$ cat config.mk
export PLATFORM = sky130hd
export DESIGN_NAME = quadrature_step_decoder
export DESIGN_NICKNAME = d
export VERILOG_FILES = /design/src/rtl/quadrature_step_decoder.sv
export SDC_FILE = /design/constraint.sdc
export NUM_CORES = 1
export LEC_CHECK = 0
export BUFFER_PORTS_ARGS = -buffer_cell sky130_fd_sc_hd__buf_2
export CORE_AREA = 2 2 39 41
export CTS_BUF_LIST = sky130_fd_sc_hd__clkbuf_4
export CTS_CLUSTER_DIAMETER = 120
export DETAILED_ROUTE_END_ITERATION = 10
export DIE_AREA = 0 0 41 43
export GPL_TIMING_DRIVEN = 0
export HOLD_SLACK_MARGIN = 0.05
export PLACE_DENSITY = 0.84
export SLEW_MARGIN = 20
export SYNTH_ARGS = -nofsm -noshare
export SYNTH_HDL_FRONTEND = slang
export SYNTH_SLANG_ARGS = --single-unit
$ cat constraint.sdc
create_clock -name clk -period 3.2 [get_ports clk]
set_input_delay 0.16 -clock clk [delete_from_list [all_inputs] [get_ports clk]]
set_output_delay 0.16 -clock clk [all_outputs]
set_load 0.01 [all_outputs]
$ cat src/rtl/quadrature_step_decoder.sv
// Quadrature encoder front-end: sync, glitch filter, Gray-code decode.
// Emits a one-cycle step plus direction, and a sticky illegal-move flag.
module quadrature_step_decoder #(
  parameter int FILTER_LEN = 4,
  parameter int RES        = 4
) (
  input  logic clk,
  input  logic reset_n,
  input  logic a_in,
  input  logic b_in,
  input  logic err_clr,
  output logic step,
  output logic dir,
  output logic err
);

  localparam int CW = $clog2(FILTER_LEN + 1);
  localparam int SW = $clog2(FILTER_LEN + 4);
  localparam logic [CW-1:0] CNT_LAST = CW'(FILTER_LEN - 1);
  localparam logic [SW-1:0] SET_END  = SW'(FILTER_LEN + 3);

  logic          a_s1_q, a_s1_d, a_s2_q, a_s2_d;
  logic          b_s1_q, b_s1_d, b_s2_q, b_s2_d;
  logic          fa_q, fa_d, fb_q, fb_d;
  logic [CW-1:0] ca_q, ca_d, cb_q, cb_d;
  logic [SW-1:0] settle_q, settle_d;
  logic [1:0]    prev_q, prev_d;
  logic          step_q, step_d;
  logic          dir_q, dir_d;
  logic          err_q, err_d;

  logic          in_settle;
  logic [1:0]    phase;
  logic          fwd, rev, ill, a_tgl;
  logic          gf, gr;

  assign phase = {fa_q, fb_q};

  // Synchronizers, settle timer and per-channel mismatch filters.
  always_comb begin
    a_s1_d    = a_in;
    a_s2_d    = a_s1_q;
    b_s1_d    = b_in;
    b_s2_d    = b_s1_q;
    in_settle = (settle_q != SET_END);
    settle_d  = settle_q;
    fa_d      = fa_q;
    fb_d      = fb_q;
    ca_d      = '0;
    cb_d      = '0;
    if (in_settle) begin
      settle_d = settle_q + SW'(1);
      fa_d     = a_s2_q;
      fb_d     = b_s2_q;
    end else begin
      if (a_s2_q != fa_q) begin
        if (ca_q == CNT_LAST) fa_d = a_s2_q;
        else ca_d = ca_q + CW'(1);
      end
      if (b_s2_q != fb_q) begin
        if (cb_q == CNT_LAST) fb_d = b_s2_q;
        else cb_d = cb_q + CW'(1);
      end
    end
  end

  // Phase-transition classification and resolution gating.
  always_comb begin
    fwd   = (prev_q == 2'b00 && phase == 2'b10) ||
            (prev_q == 2'b10 && phase == 2'b11) ||
            (prev_q == 2'b11 && phase == 2'b01) ||
            (prev_q == 2'b01 && phase == 2'b00);
    rev   = (prev_q == 2'b10 && phase == 2'b00) ||
            (prev_q == 2'b11 && phase == 2'b10) ||
            (prev_q == 2'b01 && phase == 2'b11) ||
            (prev_q == 2'b00 && phase == 2'b01);
    ill   = ((prev_q ^ phase) == 2'b11);
    a_tgl = prev_q[1] ^ phase[1];
    gf    = 1'b0;
    gr    = 1'b0;
    if (RES == 1) begin
      gf = fwd && (phase == 2'b00);
      gr = rev && (prev_q == 2'b00);
    end else if (RES == 2) begin
      gf = fwd && a_tgl;
      gr = rev && a_tgl;
    end else begin
      gf = fwd;
      gr = rev;
    end
    gf     = gf && !in_settle;
    gr     = gr && !in_settle;
    prev_d = phase;
    step_d = gf || gr;
    dir_d  = dir_q;
    if (gf) dir_d = 1'b1;
    if (gr) dir_d = 1'b0;
    err_d = err_q;
    if (err_clr) err_d = 1'b0;
    if (ill && !in_settle) err_d = 1'b1;
  end

  // State registers.
  always_ff @(posedge clk or negedge reset_n) begin
    if (!reset_n) begin
      a_s1_q   <= 1'b0;
      a_s2_q   <= 1'b0;
      b_s1_q   <= 1'b0;
      b_s2_q   <= 1'b0;
      fa_q     <= 1'b0;
      fb_q     <= 1'b0;
      ca_q     <= '0;
      cb_q     <= '0;
      settle_q <= '0;
      prev_q   <= 2'b00;
      step_q   <= 1'b0;
      dir_q    <= 1'b0;
      err_q    <= 1'b0;
    end else begin
      a_s1_q   <= a_s1_d;
      a_s2_q   <= a_s2_d;
      b_s1_q   <= b_s1_d;
      b_s2_q   <= b_s2_d;
      fa_q     <= fa_d;
      fb_q     <= fb_d;
      ca_q     <= ca_d;
      cb_q     <= cb_d;
      settle_q <= settle_d;
      prev_q   <= prev_d;
      step_q   <= step_d;
      dir_q    <= dir_d;
      err_q    <= err_d;
    end
  end

  assign step = step_q;
  assign dir  = dir_q;
  assign err  = err_q;

endmodule

==> results.json <==
{
  "finClkSkew_ps": 5.91,
  "total_leakage_power_nw": 0.433,
  "vias": 454,
  "dieArea_um2": 1760,
  "cap_violations": 0,
  "core_um2": 1380,
  "r2r_start": "settle_q[0]",
  "ios": 8,
  "arrival_ps": 1750,
  "reg2reg_to": "fa_q",
  "final_hold_viol_count": 0,
  "ys_top_cells_by_area": "dfrtp_1, ha_1, mux2_2, xnor2_1, xor2_1",
  "antenna_found_initial": 0,
  "grt_max_degree": 21,
  "ys_seq_elements": 20,
  "fmax_mhz": 641,
  "avgSynthCellArea_um2": 13.6,
  "drt_iter0_drc": 1,
  "placed_area_um2": 830,
  "grt_overflow": 0,
  "ant_nets": 0,
  "slew_viol_final": 0,
  "cp_max_fo": 10,
  "finalInstanceArea_um2": 896,
  "drive_gt1_share_pct": 20.8,
  "synth_top_cell_area_share_pct": 64.6,
  "cts-hold-fix-buffers": 4,
  "finalNetCount": 82,
  "end_kind": "flip-flop",
  "grt_pass1_vias": 463,
  "r2r_slack_ps": 1640,
  "clock_path_buffers": 2,
  "io_buffers": 7,
  "die_w_um": 41,
  "worst_pin_slew_ps": 425,
  "wire_per_inst_um": 12.8,
  "power_density_nw_per_um2": 823,
  "vias_per_cell": 5.16,
  "crit_type": "reg -> reg",
  "cts_resized": 0,
  "first_pass_iters": 3,
  "place_hpwl_um": 766,
  "max-slew-margin-rel_pct": 71.7,
  "hold_class": "in -> async",
  "layout_commonest_cell": "dfrtp_1",
  "startpoint": "settle_q[0]",
  "yosysSeqAreaShare_pct": 64.6,
  "clk_pin_slew_ps": 110,
  "setup_tns_ps": 0,
  "yosysWarnings": 0,
  "start_util_pct": 56.0,
  "final_cell_mix": "dfrtp_1, buf_2",
  "tritoncts": "built",
  "reg2reg_depth": 6,
  "cts_sinks": 20,
  "antenna_cells": 0,
  "cts_setup_buffers": 0,
  "grt_pass1_wl_um": 1860,
  "gp_congestion": 0.648,
  "netlist_area_um2": 774,
  "die_y_um": 43,
  "clock_latency_ps": 300,
  "synth_nets": 66,
  "grt_use_total_pct": 16.1,
  "min_period_over_period_pct": 48.8,
  "drc": 0,
  "cts_root_buf": "clkbuf_4",
  "vdd_drop_max_mv": 0.433,
  "yosysUniqueCellTypes": 19,
  "area_delta_synth_final_pct": 15.7,
  "synthCells": 57,
  "outcome": "complete, no violations",
  "cts_made_buffers": 3,
  "yosysTopAreaCell": "dfrtp_1",
  "routed_wl_um": 1130,
  "cts_max_level": 1,
  "grt_setup_unrepaired": "no",
  "period_minus_slack_ps": 1560,
  "startpoint_type": "flip-flop",
  "rows": 14,
  "finalSetupViolations": 0,
  "cp.required_ps": 3390
}
[metrics by stage]
step | power, mW | setup slack [ps] | hold slack, ps | util [%] | cells
floorplan | 0.552 | 1780 | -136 | - | 57
global placement | 0.596 | 1700 | 117 | 59.9 | 80
detailed placement | 0.618 | 1630 | 123 | 59.9 | 80
CTS | 0.739 | 1620 | 331 | 64.7 | 88
global route | 0.794 | 1520 | 369 | 64.7 | 88
finish | 0.737 | 1640 | 316 | 64.7 | 88
[Yosys cell counts]
cell and count:
inv_1 3, nor3_1 1, and3_1 1, xnor2_1 4, xor2_1 4, a21oi_1 2, buf_2 1, nand3_1 1
o21ai_0 1, ha_1 4, nor2_1 4, nand2b_1 1, mux2_2 4, nand2_1 2, dfrtp_1 20, nor3b_1 1
and4b_1 1, nor2b_1 1, o32ai_1 1
[registers in the layout (all words and copies together), names as in the netlist]
| register | flops |
|---|---|
| settle_q | 3 |
| prev_q | 2 |
| a_s2_q | 1 |
| fb_q | 1 |
| step | 1 |
| cb_q | 3 |
| err | 1 |
| ca_q | 3 |
| dir | 1 |
| b_s1_q | 1 |
| fa_q | 1 |
| a_s1_q | 1 |
| b_s2_q | 1 |
[kinds of logic (layout without fill, tap and decap cells)]
group	after synthesis	after routing	share of synthesized area (%)
flops	20	20	64.6
compound gates	4	4	3.07
mux	4	4	5.82
fa+ha+maj	4	4	6.46
simple gates	13	13	8.89
buf+inv	4	19	2.10
xor+xnor	8	8	9.05
[routing by layer]
metal	share of wire, %	GRT usage (%)	vias to the layer above
li1	-	-	217
met1	41	19.1	227
met2	55	27.2	8
met3	2.9	3.14	2
met4	1.2	6.00	0
met5	0	0	-
[worst max-delay path: stages, from the launching register on]
cell	delay [ps]
dfrtp_1	390
ha_1	170
ha_1	130
buf_2	200
inv_1	110
nor2_1	130
mux2_2	340
[cell type report]
cell class,count,area (um2)
buffer,1,5.00
clock buffer,3,22.5
clock inverter,1,3.75
fill,97,488
inverter,3,11.3
multi-input combinational,33,258
sequential,20,500
tap,16,20.0
timing repair buffer,11,75.1
[power by group]
group	internal, mW	total [mW]	switching, mW
Sequential	0.325	0.380	0.0551
Combinational	0.121	0.239	0.118
Clock	0.0454	0.119	0.0732
[worst max path at each step]
stage	to	slack, ps	cells after the start
6_report	fa_q	1640	6
3_3_place_gp	fa_q	1700	6
5_1_grt	fa_q	1520	6
3_5_place_dp	fa_q	1630	6
2_1_floorplan	fa_q	1780	6
4_1_cts	fa_q	1620	6
No activity file was read; power rests on OpenSTA's default activity.
